## config.mk

```make
export PLATFORM = sky130hd
export DESIGN_NAME = qupls_rt_free_list
export DESIGN_NICKNAME = d
export VERILOG_FILES = /design/src/rtl/qupls_rt_free_list_pkg.sv /design/src/rtl/qupls_fl_ram.sv /design/src/rtl/qupls_rt_free_list.sv
export SDC_FILE = /design/constraint.sdc
export NUM_CORES = 2
export LEC_CHECK = 0
export ABC_CLOCK_PERIOD_IN_PS = 5400
export CAP_MARGIN = 20
export CORE_MARGIN = 3
export CORE_UTILIZATION = 55
export CTS_CLUSTER_DIAMETER = 60
export DETAILED_ROUTE_END_ITERATION = 12
export PLACE_DENSITY_LB_ADDON = 0.25
export REMOVE_ABC_BUFFERS = 1
export SLEW_MARGIN = 10
export SYNTH_ARGS = -nofsm -noshare
export SYNTH_HDL_FRONTEND = slang
export SYNTH_HIERARCHICAL = 1
export SYNTH_SLANG_ARGS = --single-unit
```

## constraint.sdc

```tcl
create_clock -name clk -period 5.4 [get_ports clk]
set_clock_uncertainty 0.05 [all_clocks]
set_input_delay 1.62 -clock clk [delete_from_list [all_inputs] [get_ports clk]]
set_output_delay 1.62 -clock clk [all_outputs]
set_load 0.05 [all_outputs]
```

## src/rtl/qupls_rt_free_list_pkg.sv

```systemverilog
// Shared types and defaults for the Rt physical-register free list.
package qupls_rt_free_list_pkg;

    localparam int FL_PREGS = 256;
    localparam int FL_RESV  = 64;
    localparam int FL_PW    = $clog2(FL_PREGS);

    typedef logic [FL_PW-1:0] pregno_t;

    typedef enum logic {FL_INIT, FL_RUN} fl_state_t;

    function automatic logic [1:0] pop2(input logic [1:0] v);
        return {1'b0, v[0]} + {1'b0, v[1]};
    endfunction

endpackage

```

## src/rtl/qupls_fl_ram.sv

```systemverilog
// Free-list storage: two async read ports, two write ports, no reset (INIT fills it).
module qupls_fl_ram #(
    parameter int PREGS = 256,
    parameter int PW    = 8
) (
    input  logic          clk,
    input  logic          we0,
    input  logic [PW-1:0] wa0,
    input  logic [PW-1:0] wd0,
    input  logic          we1,
    input  logic [PW-1:0] wa1,
    input  logic [PW-1:0] wd1,
    input  logic [PW-1:0] ra0,
    input  logic [PW-1:0] ra1,
    output logic [PW-1:0] rd0,
    output logic [PW-1:0] rd1
);

    logic [PW-1:0] mem [PREGS];

    always_ff @(posedge clk) begin
        if (we0) mem[wa0] <= wd0;
        if (we1) mem[wa1] <= wd1;
    end

    assign rd0 = mem[ra0];
    assign rd1 = mem[ra1];

endmodule

```

## src/rtl/qupls_rt_free_list.sv

```systemverilog
// Rt physical-register allocator: speculative head, committed head and tail over a circular list.
module qupls_rt_free_list
    import qupls_rt_free_list_pkg::*;
#(
    parameter  int PREGS = FL_PREGS,
    parameter  int RESV  = FL_RESV,
    localparam int PW    = $clog2(PREGS)
) (
    input  logic          clk,
    input  logic          rst_n,
    output logic          ready,
    input  logic [1:0]    alloc_req,
    output logic          alloc_ok,
    output logic [PW-1:0] alloc_tag0,
    output logic [PW-1:0] alloc_tag1,
    input  logic [1:0]    cmt_n,
    input  logic [1:0]    free_v,
    input  logic [PW-1:0] free_tag0,
    input  logic [PW-1:0] free_tag1,
    input  logic          flush,
    output logic [PW:0]   avail,
    output logic          ovf_err
);

    fl_state_t     state, state_nxt;
    logic [PW:0]   head, chead, tail;
    logic [PW:0]   head_nxt, chead_nxt, tail_nxt;
    logic [PW:0]   space;
    logic [1:0]    nreq;
    logic          init_we, init_last;
    logic          fwe0, fwe1, free_drop, cmt_bad;
    logic          we0;
    logic [PW-1:0] wd0, wa1, rd0, rd1;

    // FSM: state register / next state / outputs
    always_ff @(posedge clk or negedge rst_n) begin
        if (!rst_n) state <= FL_INIT;
        else        state <= state_nxt;
    end

    assign init_last = (tail == (PW+1)'(PREGS - RESV - 1));

    always_comb begin
        state_nxt = state;
        if (state == FL_INIT && init_last) state_nxt = FL_RUN;
    end

    always_comb begin
        ready   = 1'b0;
        init_we = 1'b0;
        case (state)
            FL_INIT: init_we = 1'b1;
            FL_RUN:  ready   = 1'b1;
            default: ;
        endcase
    end

    // Allocation is all-or-nothing; reads come straight from registered pointers
    assign avail      = tail - head;
    assign nreq       = pop2(alloc_req);
    assign alloc_ok   = ready & ~flush & (nreq != 2'd0) & (avail >= (PW+1)'(nreq));
    assign alloc_tag0 = ready ? rd0 : '0;
    assign alloc_tag1 = ready ? rd1 : '0;

    // Room left is measured against the committed head, not the speculative one
    assign space     = (PW+1)'(PREGS) - (tail - chead);
    assign fwe0      = ready & free_v[0] & (space != '0);
    assign fwe1      = ready & free_v[1] & (space > (PW+1)'(free_v[0]));
    assign free_drop = ready & ((free_v[0] & ~fwe0) | (free_v[1] & ~fwe1));
    assign cmt_bad   = ready & ((PW+1)'(cmt_n) > (head - chead));

    always_comb begin
        chead_nxt = chead;
        head_nxt  = head;
        if (ready) begin
            chead_nxt = cmt_bad ? head : chead + (PW+1)'(cmt_n);
            if (flush)         head_nxt = chead_nxt;
            else if (alloc_ok) head_nxt = head + (PW+1)'(nreq);
        end
        if (init_we) tail_nxt = tail + (PW+1)'(1);
        else         tail_nxt = tail + (PW+1)'(fwe0) + (PW+1)'(fwe1);
    end

    always_ff @(posedge clk or negedge rst_n) begin
        if (!rst_n) begin
            head    <= '0;
            chead   <= '0;
            tail    <= '0;
            ovf_err <= 1'b0;
        end else begin
            head    <= head_nxt;
            chead   <= chead_nxt;
            tail    <= tail_nxt;
            ovf_err <= ovf_err | free_drop | cmt_bad;
        end
    end

    // INIT borrows write port 0 to seed tags RESV..PREGS-1
    assign we0 = init_we | fwe0;
    assign wd0 = init_we ? PW'(RESV) + tail[PW-1:0] : free_tag0;
    assign wa1 = tail[PW-1:0] + PW'(free_v[0]);

    qupls_fl_ram #(.PREGS(PREGS), .PW(PW)) u_ram (
        .clk (clk),
        .we0 (we0),
        .wa0 (tail[PW-1:0]),
        .wd0 (wd0),
        .we1 (fwe1),
        .wa1 (wa1),
        .wd1 (free_tag1),
        .ra0 (head[PW-1:0]),
        .ra1 (head[PW-1:0] + PW'(1)),
        .rd0 (rd0),
        .rd1 (rd1)
    );

endmodule

```

==> impl_results.md <==
* Run status: finished, violations left
* Failing checks: setup timing
* Vias per Instance at approximately 7.5
* Post-synthesis simple-gate area fraction at 0.0328
* Met3 GRT Util at 0.119
* Top-area cell type share of the netlist area at 0.486
* Post-Synth Adder-Cell Area at 0.00579
* Peak supply drop at 0.300 mV
* Critical Path RT at around 3700 ps
* Post-Syn Instances at approximately 8,500
* Ys Warns at 6
* Final setup viols at 17
* PwrDens at between 200 and 250 nW/um^2
* CORE AREA at 228,000 sq um
* Post-synthesis mux area share at 0.365
* Final hold vios at 0
* Routed length per instance at 39.4 um
* Synth Area in Compound Gates at 0.0622
* FMAX at between 0.15 and 0.2 GHz
* DPL Wire Length at between 300 and 400 mm
* Layout cells sized above 1 at 0.553
* Port-buffer cells at 52
* Die Y at 486 um
* Via count at 94,818
* Area growth from synthesis to layout at 20.1%
* Synth Cell Area at about 130,000 sq um
* Overall Global Routing Usage at 0.414
* Largest net degree at the start of global routing at roughly 130
* Largest family of logic cells by synthesized area: multiplexers
* Final period util at 1.15
* Max Cap Viol at 0
* TritonCTS clock tree: done
* DR DRC count at 0
* Arr. time, crit path at between 4000 and 5000 ps
* Slack of the critical path at -784 ps
* Global-route wire length before repair at between 600 and 700 mm
* Num Clock Sinks at between 2,000 and 2,500
* Gr ovfl total at 0
* Ys async rst share at 0.0140
* Design area at between 150,000 and 200,000 sq um
* Die area at around 240,000 sq um
* Gp weighted congestion at 1.02
* Period minus WS final at 6180 ps
* CTS H-tree lvls at 4
* CTS buffer count at around 230
* GR Layer Usage met2 at 0.622
* Synth area leader: edfxtp_1
* Ports at 53
* Post-synth EDFFs at between 2,000 and 2,500
* RSZ-0062 raised after global routing: yes
* Top-count cell post-synth: mux2_2
* Yosys reg bits at just over 2,000
* Nets@finish at approximately 9,400
* Vias in the first global route at 92,155
* Synth top cells by count: mux2_2, edfxtp_1, mux4_2
* Post-synth cell types at 94
* Initial Util at 0.555
* Final slew viol count at 0
* DRT iter0 DRCs at approximately 14,000
* Num rows at ~180
* Xor and xnor area share after synthesis at 0.00291
* Initial antenna violation count at 24
* Clock transition at the registers of the reported paths at roughly 60 ps
* Post-synthesis sequential area ratio at 0.491
* Static Leak at 53.6 nW
* Final ANT Viol Nets at 0
* Relative slew slack at 0.122
* Worst-skew pair later-pin latency at 900 ps
* Worst min path class: flip-flop to flip-flop
* Place WS at -862 ps
* GR Util met1 at 0.521
* Root buffer cell: clkbuf_16
* CP Capture Type: output pin
* Layer with the highest usage: met2
* Critical Setup Path Class: flip-flop to output pin
* Area contributors post-synth: edfxtp_1, mux2_2, mux4_2, mux2i_1, clkbuf_1
* Worst-Margin Slew at 1320 ps
* Worst setup SP type: flip-flop
* Die W at a little under 500 um
* Routed WL at between 400 and 500 mm
* Clock buffer depth at 3
* Cell Area, Placed at approximately 140,000 sq um
* Top_reg_cell synth: edfxtp_1
* Avg Inst Size Synth at around 15 sq um
* Drt pass-1 iters at 8
* Critical path fanouts, max at 10
## worst max-delay path, stage by stage, from the launching register on
cell and delay [ps]:
dfrtp_4 490, buf_6 140, buf_12 120, xor2_4 270, buf_12 200, nor2b_4 180, buf_12 170, buf_12 170
buf_8 180, a22oi_2 130, o211ai_1 180, nand4_1 380, nor4bb_4 600, and2_4 240, buf_12 130
## kinds of logic (layout without fill, tap and decap cells)
group                    Yosys count  in the layout
multiplexers                    3246           3246
flip-flops                      2077           2077
AO/OA/AOI/OAI                   1148           1148
buffers and inverters           1019           2108
AND/OR/NAND/NOR                  889            889
adder cells (fa/ha/maj)           55             55
XOR/XNOR                          42             42
other                              0             46
## sequential cells by signal, indices dropped and copies added, names as in the netlist
name / cells
chead: 9
head: 9
ovf_err: 1
state: 1
tail: 9
u_ram/mem: 2048
## metrics by stage
step	power, mW	util	hold slack, ps	cells	TNS (ps)
final	33.9	0.667	440	12620	-10870
after global routing	34.5	0.666	500	12580	-11350
after CTS	33.9	0.660	439	12510	-10580
after detailed placement	18.4	0.608	425	11940	-12490
after global placement	18.4	0.608	433	11939	-7820
after floorplan	17.9	-	470	7514	-
## timing repair
| item | CTS | global route |
|---|---|---|
| setup endpoints to repair | 24 | 21 |
| resized for setup | 512 | 160 |
| setup buffers | 125 | 61 |
| pin swaps | 78 | 70 |
| hold buffers | 0 | 0 |
| cloned | 29 | 4 |
| endpoints found under the hold margin | 0 | 0 |
## layout make-up
class	instances	area (sq um)
fillers	15837	76100
flip-flops and latches	2077	62200
multi-input cells	5380	61800
repair buffers	1623	16500
clock buffers	279	5980
well taps	3009	3760
clock inverters	148	1460
inverters	57	233
diodes	46	115
repair inverters	1	16.3
## layout by cell type (no fill, tap or decap), types with 21 or more instances in the layout
master     instances
clkbuf_16        236
buf_12           193
clkbuf_1          48
buf_6             71
edfxtp_1        2048
nand2_1          233
nor3_1            47
o21ai_0          158
inv_1             51
mux4_2           874
bufinv_16         21
xnor2_1           23
a221oi_2          43
buf_16            41
ha_1              45
buf_8             34
o22ai_1          204
mux2i_1          289
a221oi_1          36
nand3_1           56
nor2_1           259
o221ai_1          57
buf_4           1234
clkinv_1          41
a22o_1            67
clkinv_2          48
diode_2           46
o21ai_1           27
a22oi_1          159
mux2_2          2071
nor2b_1           28
a21oi_1          146
dfrtp_1           22
## worst paths after layout
| check | startpoint | slack [ps] | end | cells past startpoint |
|---|---|---|---|---|
| worst max-delay path | head[2]$_DFFE_PN0P_ | -780 | alloc_tag1[5] | 14 |
| worst min-delay path | ovf_err$_DFF_PN0_ | 440 | ovf_err$_DFF_PN0_ | 2 |
| worst max register to register | tail[2]$_DFF_PN0_ | 60 | u_ram/mem[109][7]$_DFFE_PP_ | 17 |
| worst min register to register | ovf_err$_DFF_PN0_ | 440 | ovf_err$_DFF_PN0_ | 2 |
| max in group asynchronous | rst_n | 3610 | chead[2]$_DFFE_PN0P_ | 3 |
| min in group asynchronous | rst_n | 970 | tail[1]$_DFF_PN0_ | 1 |
## per-layer routing
metal | vias up | routed length [um]
met1 | 48241 | 167000
li1 | 36465 | -
met2 | 8147 | 222000
met5 | - | 189
met3 | 1957 | 66500
met4 | 8 | 41800
## report_power, final
| group | internal [mW] | switching [mW] | leakage, nW |
|---|---|---|---|
| clock | 8.90 | 6.91 | 3.63 |
| sequential | 17.4 | 0.00143 | 19.6 |
| combinational | 0.141 | 0.508 | 30.4 |
No activity file was read; power rests on OpenSTA's default activity.
